## src/rtl/div_seq_unit_pkg.sv

```systemverilog
// div_seq_unit_pkg: shared op codes, FSM states and result layout for the sequential divider.
package div_seq_unit_pkg;
    localparam logic [7:0] EXE_DIV_OP  = 8'b0001_1010;
    localparam logic [7:0] EXE_DIVU_OP = 8'b0001_1011;
    localparam int LO_LSB = 0;

    typedef enum logic [1:0] {IDLE, ON, ZERO, END} div_state_e;

    // HI half sits directly above the WIDTH-bit LO half
    function automatic int hi_lsb(input int width);
        return width;
    endfunction
endpackage

```

## src/rtl/div_seq_unit_step.sv

```systemverilog
// div_step: one radix-2 restoring iteration; shifts {rem, dvd} left and trial-subtracts the divisor.
module div_step #(
    parameter int WIDTH = 32
) (
    input  logic [WIDTH-1:0] rem_i,
    input  logic [WIDTH-1:0] dvd_i,
    input  logic [WIDTH-1:0] dsr_i,
    output logic [WIDTH-1:0] rem_o,
    output logic [WIDTH-1:0] dvd_o
);
    logic [WIDTH:0] sh;
    logic           ge;

    assign sh    = {rem_i, dvd_i[WIDTH-1]};
    assign ge    = sh >= {1'b0, dsr_i};
    assign rem_o = ge ? WIDTH'(sh - {1'b0, dsr_i}) : sh[WIDTH-1:0];
    assign dvd_o = {dvd_i[WIDTH-2:0], ge};
endmodule

```

## src/rtl/div_seq_unit.sv

```systemverilog
// div_seq_unit: multi-cycle signed/unsigned restoring divider returning {remainder, quotient}.
// Define DIV_ZERO_FAST_EN to short-cut a zero divisor through the ZERO state.
module div_seq_unit
    import div_seq_unit_pkg::*;
#(
    parameter int WIDTH = 32,
    parameter int OP_W  = 8
) (
    input  logic                 clk,
    input  logic                 rst_n,
    input  logic [OP_W-1:0]      op,
    input  logic [WIDTH-1:0]     opdata1,
    input  logic [WIDTH-1:0]     opdata2,
    input  logic                 annul,
    output logic [2*WIDTH-1:0]   result,
    output logic                 ready,
    output logic                 stall_req,
    output logic                 div_zero
);
    localparam int CW = $clog2(WIDTH);
    localparam int HI = hi_lsb(WIDTH);

    div_state_e       state_q, state_d;
    logic [CW-1:0]    cnt_q, cnt_d;
    logic [WIDTH-1:0] rem_q, rem_d, quo_q, quo_d, dsr_q, dsr_d;
    logic             qneg_q, qneg_d, rneg_q, rneg_d, zero_q, zero_d;

    logic             is_div, is_divu, start;
    logic [WIDTH:0]   a_ext, b_ext;
    logic [WIDTH-1:0] a_abs, b_abs, step_rem, step_quo, q_out, r_out;

    assign is_div  = op == OP_W'(EXE_DIV_OP);
    assign is_divu = op == OP_W'(EXE_DIVU_OP);
    assign start   = (is_div || is_divu) && !annul;

    // Sign-extend into WIDTH+1 bits so the most-negative operand has a representable magnitude
    assign a_ext = {is_div & opdata1[WIDTH-1], opdata1};
    assign b_ext = {is_div & opdata2[WIDTH-1], opdata2};
    assign a_abs = WIDTH'(a_ext[WIDTH] ? -a_ext : a_ext);
    assign b_abs = WIDTH'(b_ext[WIDTH] ? -b_ext : b_ext);

    div_step #(.WIDTH(WIDTH)) u_step (
        .rem_i(rem_q),
        .dvd_i(quo_q),
        .dsr_i(dsr_q),
        .rem_o(step_rem),
        .dvd_o(step_quo)
    );

    always_ff @(posedge clk or negedge rst_n) begin
        if (!rst_n) begin
            state_q <= IDLE;
            cnt_q   <= '0;
            rem_q   <= '0;
            quo_q   <= '0;
            dsr_q   <= '0;
            qneg_q  <= 1'b0;
            rneg_q  <= 1'b0;
            zero_q  <= 1'b0;
        end else begin
            state_q <= state_d;
            cnt_q   <= cnt_d;
            rem_q   <= rem_d;
            quo_q   <= quo_d;
            dsr_q   <= dsr_d;
            qneg_q  <= qneg_d;
            rneg_q  <= rneg_d;
            zero_q  <= zero_d;
        end
    end

    always_comb begin
        state_d = state_q;
        cnt_d   = cnt_q;
        rem_d   = rem_q;
        quo_d   = quo_q;
        dsr_d   = dsr_q;
        qneg_d  = qneg_q;
        rneg_d  = rneg_q;
        zero_d  = zero_q;
        case (state_q)
            IDLE: if (start) begin
                rem_d  = '0;
                quo_d  = a_abs;
                dsr_d  = b_abs;
                qneg_d = a_ext[WIDTH] ^ b_ext[WIDTH];
                rneg_d = a_ext[WIDTH];
                zero_d = opdata2 == '0;
                cnt_d  = '0;
`ifdef DIV_ZERO_FAST_EN
                state_d = (opdata2 == '0) ? ZERO : ON;
`else
                state_d = ON;
`endif
            end
            ON: if (annul) state_d = IDLE;
            else begin
                rem_d   = step_rem;
                quo_d   = step_quo;
                cnt_d   = cnt_q + CW'(1);
                state_d = (cnt_q == CW'(WIDTH - 1)) ? END : ON;
            end
`ifdef DIV_ZERO_FAST_EN
            // Produce exactly what the full iteration would leave for a zero divisor
            ZERO: if (annul) state_d = IDLE;
            else begin
                rem_d   = quo_q;
                quo_d   = '1;
                state_d = END;
            end
`endif
            default: state_d = IDLE;
        endcase
    end

    // Remainder sign fix-up also restores the raw dividend in the zero-divisor case
    assign q_out = (qneg_q && !zero_q) ? -quo_q : quo_q;
    assign r_out = rneg_q ? -rem_q : rem_q;

    always_comb begin
        result = '0;
        if (state_q == END) begin
            result[HI +: WIDTH]     = r_out;
            result[LO_LSB +: WIDTH] = q_out;
        end
    end

    assign ready     = state_q == END;
    assign div_zero  = (state_q == END) && zero_q;
    assign stall_req = (state_q == IDLE && start) || state_q == ON || state_q == ZERO;
endmodule

```

## config.mk

```make
export PLATFORM = sky130hd
export DESIGN_NAME = div_seq_unit
export DESIGN_NICKNAME = d
export VERILOG_FILES = /design/src/rtl/div_seq_unit_pkg.sv /design/src/rtl/div_seq_unit_step.sv /design/src/rtl/div_seq_unit.sv
export SDC_FILE = /design/constraint.sdc
export NUM_CORES = 1
export LEC_CHECK = 0
export ABC_AREA = 1
export BUFFER_PORTS_ARGS = -buffer_cell sky130_fd_sc_hd__buf_4
export CORE_UTILIZATION = 24
export CTS_BUF_LIST = sky130_fd_sc_hd__clkbuf_8
export CTS_CLUSTER_SIZE = 30
export DETAILED_ROUTE_END_ITERATION = 8
export HOLD_SLACK_MARGIN = 0.02
export SETUP_SLACK_MARGIN = 0.5
export SYNTH_ARGS = -nofsm -noshare
export SYNTH_HDL_FRONTEND = slang
export SYNTH_HIERARCHICAL = 1
export SYNTH_SLANG_ARGS = --single-unit
export TNS_END_PERCENT = 30
```

## constraint.sdc

```tcl
create_clock -name clk -period 6.81 [get_ports clk]
set_clock_uncertainty 0.15 [all_clocks]
set_input_delay 1.0215 -clock clk [delete_from_list [all_inputs] [get_ports clk]]
set_output_delay 1.0215 -clock clk [all_outputs]
set_load 0.01 [all_outputs]
```

==> flow_summary.toml <==
[run_status]
run_status = "finished, final reports clean"

[synthesis]
synth_fa_ha_area_share_pct = 4.19
post_syn_area_per_cell_um2 = 5.71
combinational_family_with_the_most_area_after_synthesis = "simple AND/OR/NAND/NOR gates"
synth_compound_area_share_pct = 11.0
post_synth_and_or_nand_nor_area_fraction_pct = 45.2
net_count_after_synthesis = 2184
asyncSetResetFlopFracSynth_pct = 100
warnings_from_yosys = 6
synthDistinctLibCells = 46
synth_seq_area_share_pct = 22.4
synth_cells = 2070
muxShareOfSynthArea_pct = 0
synth.cell_area_mm2 = 0.0118
synthFlopType = "dfrtp_1"
synth_enable_flop_cells = 0
synth_seq_cells = 106
synth-xor-area-share_pct = 2.82

[global_routing]
overflow = 0
grt_pass1_vias = 12200
grt_first_pass_wirelength_um = 66000
grt_antenna_before_repair = 1
maximum_number_of_pins_on_one_net_before_global_route_repair = 68
all_layer_global_routing_usage_pct = 16.7

[timing]
rsz_0062_raised_after_global_routing = "no"
report.final.setup_viol = 0
final.setup.tns_ns = 0
max_freq_ghz = 0.241
finalHoldViolations = 0
final_min_period_over_clock_period_pct = 61.0
tightest_pin_transition_ns = 0.878
worst_slew_margin_rel_pct = 41.5
slew_viol_final = 0
clock_period_minus_final_worst_setup_slack_ns = 4.15

[floorplanning]
floorplan.die_area_mm2 = 0.0502
die-width_um = 224
floorplan.core_area_mm2 = 0.0481
die_y_um = 224
core.rowCount = 80
design.portCount = 142
effective_utilization_at_floorplan_pct = 24.6

[power]
ir_drop_mv = 0.110
power_density_mw_per_mm2 = 237
switching_power_w = 0.00165
seq_power_share_pct = 29.2
leakagePower_nw = 6.98
cell_internal_pwr_w = 0.00152
sw_frac_of_total_pct = 52.0
power.combinational.fraction_pct = 57.3
power.total_w = 0.00317
power.share.clock_pct = 13.5

[critical_path]
critical_path_class = "register to output pin"
arrival_time_of_the_worst_setup_path_ns = 2.98
timing.critical_path.from_type = "register"
crit_path_max_fanout = 30
critical_path_required_ns = 5.64
critical_path.endpoint_type = "output pin"

[cts]
cts_root_buf = "clkbuf_8"
htreeDepth = 3
postCtsHoldBufs = 0
numClockSinks = 106
cts.repair.resized = 0
clock_insertion_delay_worst_skew_ns = 0.42
cts.clk_slew.worst_paths_ns = 0.11
cts.path.max_buffers = 2
postCtsSetupRepairBufs = 0
cts_tree = "done"
cts-buffers-inserted = 9

[routing]
route.detailed.vias_per_inst = 4.56
vias = 12800
first_pass_iters = 6
wl_per_cell_um = 14.8
drt_iter0_drc = 843
finalWirelength_um = 41600
drc_errors = 0
drt.antenna.violating_nets = 0

[placed_design]
half_perimeter_wire_length_after_detailed_placement_um = 33400
gpl.final_weighted_congestion = 0.918
input_output_buffers = 141

[layout]
synthToLayoutAreaGrowth_pct = 13.3
fillCellCount = 5497
finish.net_count = 2254
fraction_of_layout_cells_with_a_size_suffix_above_1_pct = 10.2

[job]
max_cap_viol_count = 0

[hold_path]
holdCritPathClass = "register to register"
==> per-layer routing <==
layer / GRT usage, % / vias up / wire length (µm)
li1: - / 6617 / -
met1: 22.1 / 5784 / 19100
met2: 28.4 / 337 / 19500
met3: 1.85 / 48 / 1980
met4: 5.13 / 0 / 946
met5: 0 / - / 0
==> sequential cells by signal, indices dropped and copies added, names as in the netlist <==
signal,cells
dsr_q,32
quo_q,32
rem_q,32
cnt_q,5
state_q,2
qneg_q,1
rneg_q,1
zero_q,1
==> kinds of logic after synthesis <==
| family | after synthesis |
|---|---|
| AOI/OAI and AO/OA | 249 |
| buffers and inverters | 391 |
| xor gates and xnor gates | 38 |
| and+or+nand+nor | 1247 |
| DFF | 106 |
| adders and majority gates | 39 |
==> cells in the final DEF, fill, tap and decap left out, drive strengths merged, types with 23 or more instances in the layout <==
cell and n:
nand2 684, inv 304, nor2 278, nand3 185
buf 147, o21ai 142, dfrtp 106, a21oi 90
nor3 48, ha 38, xor2 31, nand4 23
==> cells in the mapped netlist (3+ instances only) <==
cell	number	area share (%)
nand2_1	673	21
inv_1	295	9.4
nor2_1	260	8.3
nand3_1	174	7.4
o21ai_0	114	4.8
dfrtp_1	106	22
a21oi_1	89	3.8
nor3_1	44	1.9
ha_1	38	4.0
buf_4	37	2.3
xor2_1	31	2.3
o21ai_1	25	1.1
nand4_1	23	1.2
buf_2	22	0.93
nand3b_1	16	1.0
clkbuf_1	15	0.48
nand3_2	11	0.93
nor2_2	11	0.58
and2_1	8	0.42
buf_1	8	0.25
nand2_2	8	0.42
inv_2	7	0.22
xnor2_1	7	0.52
nor2_4	6	0.57
buf_6	4	0.38
nor3_2	4	0.34
o211ai_1	4	0.25
a22o_1	3	0.22
o21ai_2	3	0.22
==> path summary, 6_finish.rpt <==
check / from / end / slack (ns) / depth (start not counted)
max: zero_q / result[17] / 2.66 / 6
min: dsr_q[2] / dsr_q[2] / 0.34 / 2
max reg2reg: state_q[1] / quo_q[20] / 3.19 / 9
min reg2reg: dsr_q[2] / dsr_q[2] / 0.34 / 2
max in group asynchronous: rst_n / rneg_q / 4.81 / 2
min in group asynchronous: rst_n / qneg_q / 0.41 / 1
==> cell type report <==
type | count | area [µm²] | area share [%]
inverter | 303 | 1140 | 8.49
clock buffer | 10 | 138 | 1.03
tap | 656 | 821 | 6.13
sequential | 106 | 2650 | 19.8
timing repair buffer | 147 | 1100 | 8.24
antenna | 1 | 2.50 | 0.0187
multi-input combinational | 1573 | 7470 | 55.8
clock inverter | 5 | 62.6 | 0.467
==> power by group through the flow <==
stage               registers, W  clock network (W)  logic, W
floorplan               0.000861                  0   0.00145
global placement        0.000935                  0   0.00179
detailed placement      0.000934                  0   0.00179
CTS                     0.000921           0.000439   0.00180
global route            0.000944           0.000461   0.00207
finish                  0.000926           0.000428   0.00182
==> stage by stage <==
step                      worst slack, ns  utilization (%)  instances  instance area, µm²  hold WS, ns
after CTS                            2.61             27.8       2800               13400        0.343
after global placement               3.11             27.4       2785               13200        0.316
after detailed placement             3.07             27.4       2785               13200        0.316
after global routing                 2.36             27.8       2801               13400        0.352
final                                2.66             27.8       2801               13400        0.339
after floorplan                      4.03                -       2070               11800        0.299
==> critical path, cell delays in order, from the launching register on <==
cell and delay [ns]:
dfrtp_1 0.39, inv_1 0.07, nand2_1 0.36, inv_1 0.81, o21ai_1 0.33, a21oi_1 0.40, buf_4 0.19
No activity file was read; power rests on OpenSTA's default activity.
